## src/rtl/cache_line_fill.sv

```systemverilog
// Assembles NUM_BEATS memory beats into one cache line and writes it to the data memory.
// Optional macro FILL_LAST_CHECK_EN enables beat-framing checks on mem_last_in (sticky fill_err_out).
module cache_line_fill #(
    parameter int PIXEL_BITS      = 8,
    parameter int CACHE_LINE_WDTH = 48,
    parameter int BEAT_WDTH       = 128,
    parameter int LINE_ADDR_WDTH  = 7
) (
    input  logic                                  clk,
    input  logic                                  reset,
    input  logic                                  fill_req_in,
    input  logic [LINE_ADDR_WDTH-1:0]             fill_addr_in,
    output logic                                  fill_ready_out,
    input  logic                                  mem_valid_in,
    input  logic [BEAT_WDTH-1:0]                  mem_data_in,
    input  logic                                  mem_last_in,
    output logic                                  mem_ready_out,
    output logic [LINE_ADDR_WDTH-1:0]             dm_addr_out,
    output logic [PIXEL_BITS*CACHE_LINE_WDTH-1:0] dm_w_data_out,
    output logic                                  dm_w_en_out,
    output logic                                  fill_done_out,
    output logic                                  fill_err_out
);

    localparam int LINE_BITS = PIXEL_BITS * CACHE_LINE_WDTH;
    localparam int NUM_BEATS = LINE_BITS / BEAT_WDTH;
    localparam int CNT_W     = (NUM_BEATS > 1) ? $clog2(NUM_BEATS) : 1;
    localparam logic [CNT_W-1:0] LAST_BEAT = CNT_W'(NUM_BEATS - 1);

    typedef enum logic [1:0] {
        IDLE    = 2'd0,
        COLLECT = 2'd1,
        WRITE   = 2'd2
    } state_t;

    state_t                    state_r;
    logic [CNT_W-1:0]          beat_cnt_r;
    logic [LINE_BITS-1:0]      line_r;
    logic [LINE_ADDR_WDTH-1:0] addr_r;
    logic                      fill_ready_r;
    logic                      mem_ready_r;
    logic                      w_en_r;
    logic                      done_r;
    logic                      err_r;
    logic                      beat_fire_s;
    logic                      last_err_s;

    assign beat_fire_s = mem_valid_in & mem_ready_r;

    // Framing check: the last marker must be set on exactly the final beat of a line.
    always_comb begin
        last_err_s = 1'b0;
`ifdef FILL_LAST_CHECK_EN
        if (beat_fire_s) begin
            last_err_s = mem_last_in ^ (beat_cnt_r == LAST_BEAT);
        end else begin
            last_err_s = 1'b0;
        end
`else
        last_err_s = mem_last_in & 1'b0;
`endif
    end

    // Fill FSM; all outputs are registered alongside the state.
    always_ff @(posedge clk) begin
        if (reset) begin
            state_r      <= IDLE;
            beat_cnt_r   <= '0;
            line_r       <= '0;
            addr_r       <= '0;
            fill_ready_r <= 1'b1;
            mem_ready_r  <= 1'b0;
            w_en_r       <= 1'b0;
            done_r       <= 1'b0;
            err_r        <= 1'b0;
        end else begin
            err_r <= err_r | last_err_s;
            case (state_r)
                IDLE: begin
                    w_en_r <= 1'b0;
                    done_r <= 1'b0;
                    if (fill_req_in) begin
                        addr_r       <= fill_addr_in;
                        beat_cnt_r   <= '0;
                        state_r      <= COLLECT;
                        fill_ready_r <= 1'b0;
                        mem_ready_r  <= 1'b1;
                    end
                end
                COLLECT: begin
                    if (beat_fire_s) begin
                        line_r[beat_cnt_r*BEAT_WDTH +: BEAT_WDTH] <= mem_data_in;
                        if (beat_cnt_r == LAST_BEAT) begin
                            state_r     <= WRITE;
                            mem_ready_r <= 1'b0;
                            w_en_r      <= 1'b1;
                            done_r      <= 1'b1;
                        end else begin
                            beat_cnt_r <= beat_cnt_r + CNT_W'(1);
                        end
                    end
                end
                WRITE: begin
                    state_r      <= IDLE;
                    w_en_r       <= 1'b0;
                    done_r       <= 1'b0;
                    fill_ready_r <= 1'b1;
                end
                default: begin
                    state_r      <= IDLE;
                    beat_cnt_r   <= '0;
                    fill_ready_r <= 1'b1;
                    mem_ready_r  <= 1'b0;
                    w_en_r       <= 1'b0;
                    done_r       <= 1'b0;
                end
            endcase
        end
    end

    assign fill_ready_out = fill_ready_r;
    assign mem_ready_out  = mem_ready_r;
    assign dm_addr_out    = addr_r;
    assign dm_w_data_out  = line_r;
    assign dm_w_en_out    = w_en_r;
    assign fill_done_out  = done_r;
    assign fill_err_out   = err_r;

endmodule

```

## config.mk

```make
export PLATFORM = sky130hd
export DESIGN_NAME = cache_line_fill
export DESIGN_NICKNAME = d
export VERILOG_FILES = /design/src/rtl/cache_line_fill.sv
export SDC_FILE = /design/constraint.sdc
export NUM_CORES = 1
export LEC_CHECK = 0
export CORE_AREA = 2 2 210 212
export DETAILED_ROUTE_END_ITERATION = 8
export DIE_AREA = 0 0 212 214
export PLACE_DENSITY = 0.85
export SYNTH_ARGS = -nofsm -noshare
export SYNTH_HDL_FRONTEND = slang
export SYNTH_SLANG_ARGS = --single-unit
```

## constraint.sdc

```tcl
create_clock -name clk -period 2 [get_ports clk]
set_input_delay 0.5 -clock clk [delete_from_list [all_inputs] [get_ports clk]]
set_output_delay 0.5 -clock clk [all_outputs]
set_load 0.03 [all_outputs]
```

==> metrics.md <==
| Metric | Value |
|---|---|
| Core footprint | 42,890 um2 |
| Tightest Hold Check Type | in2reg |
| Result of the run | complete, no violations |
| Cell at the slowest stage of the critical path | sky130_fd_sc_hd__dlygate4sd2_1 |
| Final-stage net count | between 2,000 and 3,000 |
| Post-synth EDFFs | 0 |
| Max stage delay on crit path | 500 ps |
| Internal Pwr Total | 0.01381 W |
| Cell Count, Final, Fillers Out | 3,058 |
| Wire length of the first global-routing pass | 102,100 um |
| I/O pin total | 536 |
| CTS sink cnt | about 400 |
| Clock network power share | 47.3% |
| Initial Utilization | 42.26% |
| Cell-by-cell trace of the critical path | dlygate4sd2_1 |
| Worst path buffer plus inverter count | 1 |
| Simple-gate share of the synthesized area | 31.95% |
| Largest voltage drop on the vdd net | 0.0006144 V |
| Height of the die | 214 um |
| Number of global-route vias before repair | 17,603 |
| Post-synthesis mux area share | 0.05523% |
| Clock Pin Slew Worst Setup and Hold Paths | 60 ps |
| Synth Area in Adders | 0.3452% |
| Area fraction of the dominant cell type after synthesis | 43.96% |
| Cell type group with the largest total delay on the critical path | buffers and inverters |
| Number of buffers added to fix hold violations after cts | 0 |
| Final Skew | 20.05 ps |
| Final cycle utilization of the critical path | 97.28% |
| Signed area change from the synthesized netlist to the final layout | 41.52% |
| Distinct cells, synth | 35 |
| Final weighted congestion in routability-driven placement | slightly above 0.9 |
| Final hold violation count | 0 |
| Maximum fanout along the worst path | 6 |
| Global-route usage over all layers | between 20% and 30% |
| Antenna violations before repair | 4 |
| XOR/XNOR share of the synthesized area | 0% |
| Met3 WL post-DR | around 5800 um |
| Pin slew with the least headroom to its limit | 793.1 ps |
| Net switching share of the total power | 23.22% |
| Share of the yosys chip area belonging to registers | 43.96% |
| Number of placement rows | 76 |
| Slew margin rel. | between 40 and 50% |
| Unrepaired setup endpoints after global routing | yes |
| Gate Count Post-Synth | 1,967 |
| Port buffer count | around 530 |
| CTS tree | yes |
| Synth top area cells | sky130_fd_sc_hd__dfxtp_1, sky130_fd_sc_hd__nand2b_1, sky130_fd_sc_hd__nand4_1, sky130_fd_sc_hd__o21ai_2, sky130_fd_sc_hd__nor2b_1 |
| Filler cell count in the final layout | between 3,000 and 4,000 |
| WL final | 66,280 um |
| Critical setup path kind | reg2out |
| Vias per inst | 5.730 |
| Crit path capture type | primary output |
| First drt pass iteration count | 5 |
| Synthesized net count | 2,112 |
| Sequential fraction of design power | about 45% |
| Deepest level of the CTS H-tree | 2 |
| Area fraction in compound gates after synthesis | 16.63% |
| Uppermost layer routed | met4 |
| Leftover overflow at the end of global routing | 0 |
| Placed wire-length estimate after detailed placement | ~45,000 um |
| Clock period minus final worst setup slack | 1946 ps |
| Post-detailed-route DRC marker count | 0 |
| Count of buffers added by post-CTS timing repair for setup | 0 |
| Timing-limited maximum frequency | 514.0 MHz |
| Initial drt markers | 1,627 |
| Top flip-flop cell by instance count after synthesis | sky130_fd_sc_hd__dfxtp_1 |
| Full die area | 45,370 um2 |
| Main combinational cell family by area after synthesis | simple AND/OR/NAND/NOR gates |
| Category of the worst setup path launch point | register |
| Synth async-reset ratio | 0% |
| Number of cells in the design after placement | 2,977 |
| Total of max-cap violations | 0 |
| Number of register bits inferred by synthesis | about 400 |
| Share of cells above drive strength 1 | 18.83% |
| DR vias | 17,523 |
| Power per cell area | 701.2 nW/um2 |
| Final number of max-transition violations | 0 |
| CTS Root Buffer Type | sky130_fd_sc_hd__clkbuf_16 |
| Clock insertion delay at the later pin of the skew report | 550 ps |
| Post-synthesis instance area | approximately 18,000 um2 |
| Switching power | 0.004177 W |
| WL per Instance | 21.67 um |
| Endpoint arrival time on the critical path | around 1500 ps |
| Detailed-routing wirelength on met1 | 25,490 um |
| Number of endpoints failing setup at the final stage | 0 |
| Pin count of the biggest net entering global routing | 77 |
| Combinational group share of total power | ~8.0% |
| Post-route ant nets | 0 |
| Horizontal extent of the die | 212 um |
| Post-DP Area | between 20,000 and 25,000 um2 |
| Crit path required time | 1500 ps |
| Final instance area | 25,650 um2 |
| Leak pwr | between 10 and 15 nW |
| Clock tree buffer depth | 3 |
| Design Power | approximately 0.018 W |
| Largest area contributor in the synthesized netlist | sky130_fd_sc_hd__dfxtp_1 |
| Total length of routed met2 wires | 31,160 um |
| Synthesized area per cell | 9.214 um2 |
| Number of buffers created by CTS | 44 |
| Number of warning messages in the yosys log | 0 |
==> power groups by stage <==
stage	clock network [W]	logic, W	registers (W)
final	0.00850	0.00144	0.00804
after global routing	0.00892	0.00151	0.00805
after CTS	0.00859	0.00142	0.00804
after global placement	0	0.00144	0.00822
after floorplan	0	0.000621	0.00836
after detailed placement	0	0.00146	0.00822
==> final timing paths <==
kind | from | cells after the start | to | slack (ps)
max | mem_ready_out$_SDFFE_PP0P_ | 1 | mem_ready_out | 50
min | reset | 3 | dm_w_data_out[378]$_SDFFE_PP0P_ | 450
max reg2reg | beat_cnt_r[0]$_SDFFE_PP0P_ | 5 | dm_w_data_out[32]$_SDFFE_PP0P_ | 100
min reg2reg | dm_w_data_out[248]$_SDFFE_PP0P_ | 2 | dm_w_data_out[248]$_SDFFE_PP0P_ | 460
==> final cells by class <==
class                      instances  area [um2]  area share (%)
tap                              585       732.0           2.854
clock inverter                    17       246.5          0.9610
inverter                           4       15.01         0.05854
clock buffer                      60        1252           4.883
sequential                       398        7968           31.06
antenna                            4       10.01         0.03902
multi-input combinational       1334        8940           34.85
timing repair buffer             656        6486           25.29
==> synth_stat cells, drive strengths merged, types with 2 or more instances <==
| cell | count |
|---|---|
| a21oi | 10 |
| and2 | 3 |
| and4bb | 2 |
| buf | 99 |
| clkbuf | 132 |
| dfxtp | 398 |
| ha | 5 |
| inv | 4 |
| nand2 | 8 |
| nand2b | 385 |
| nand3 | 2 |
| nand4 | 384 |
| nand4b | 2 |
| nor2b | 128 |
| o21ai | 391 |
==> timing repair <==
item,in CTS,in global routing
endpoints found under the setup margin,395,10
gates resized for setup,395,1
gates cloned,0,0
==> flip-flops by register name, summed over array words and instances (netlist names) <==
register,cells
beat_cnt_r,2
dm_w_data_out,384
dm_addr_out,7
fill_done_out,1
mem_ready_out,1
fill_ready_out,1
state_r,2
==> layout by cell type (no fill, tap or decap), types with 3 or more instances in the layout <==
master	instances
sky130_fd_sc_hd__a21oi_1	10
sky130_fd_sc_hd__and2_4	3
sky130_fd_sc_hd__buf_12	57
sky130_fd_sc_hd__buf_4	65
sky130_fd_sc_hd__bufinv_16	6
sky130_fd_sc_hd__clkbuf_1	8
sky130_fd_sc_hd__clkbuf_16	45
sky130_fd_sc_hd__clkbuf_8	7
sky130_fd_sc_hd__clkdlybuf4s50_1	137
sky130_fd_sc_hd__clkinv_2	8
sky130_fd_sc_hd__dfxtp_1	398
sky130_fd_sc_hd__diode_2	4
sky130_fd_sc_hd__dlygate4sd2_1	395
sky130_fd_sc_hd__ha_4	3
sky130_fd_sc_hd__inv_1	4
sky130_fd_sc_hd__nand2_1	8
sky130_fd_sc_hd__nand2b_1	385
sky130_fd_sc_hd__nand4_1	384
sky130_fd_sc_hd__nor2b_1	128
sky130_fd_sc_hd__o21ai_0	31
sky130_fd_sc_hd__o21ai_1	100
sky130_fd_sc_hd__o21ai_2	260
==> through the flow <==
step           utilization (%)  worst slack (ps)  TNS [ps]  hold WS (ps)
6_report                 59.81             54.32         0         450.1
5_1_grt                  59.81            0.8562         0         438.5
3_5_place_dp             57.43            -137.8    -23000         454.0
3_3_place_gp             57.43            -94.86    -13860         446.2
4_1_cts                  59.78             15.38         0         412.1
2_1_floorplan                -             131.8         0         506.4
==> per-layer routing <==
| layer | vias up | GRT usage [%] |
|---|---|---|
| li1 | 7971 | - |
| met1 | 8380 | 34.13 |
| met2 | 934 | 45.78 |
| met3 | 238 | 6.480 |
| met4 | 0 | 16.85 |
| met5 | - | 0 |
==> logic make-up (layout without fill, tap and decap cells) <==
group / Yosys count / count (layout)
DFF: 398 / 398
buffers and inverters: 235 / 737
muxes: 1 / 1
AOI/OAI and AO/OA: 405 / 405
adders and majority gates: 5 / 5
other: 1 / 5
and+or+nand+nor: 922 / 922
No activity file was read; power rests on OpenSTA's default activity.
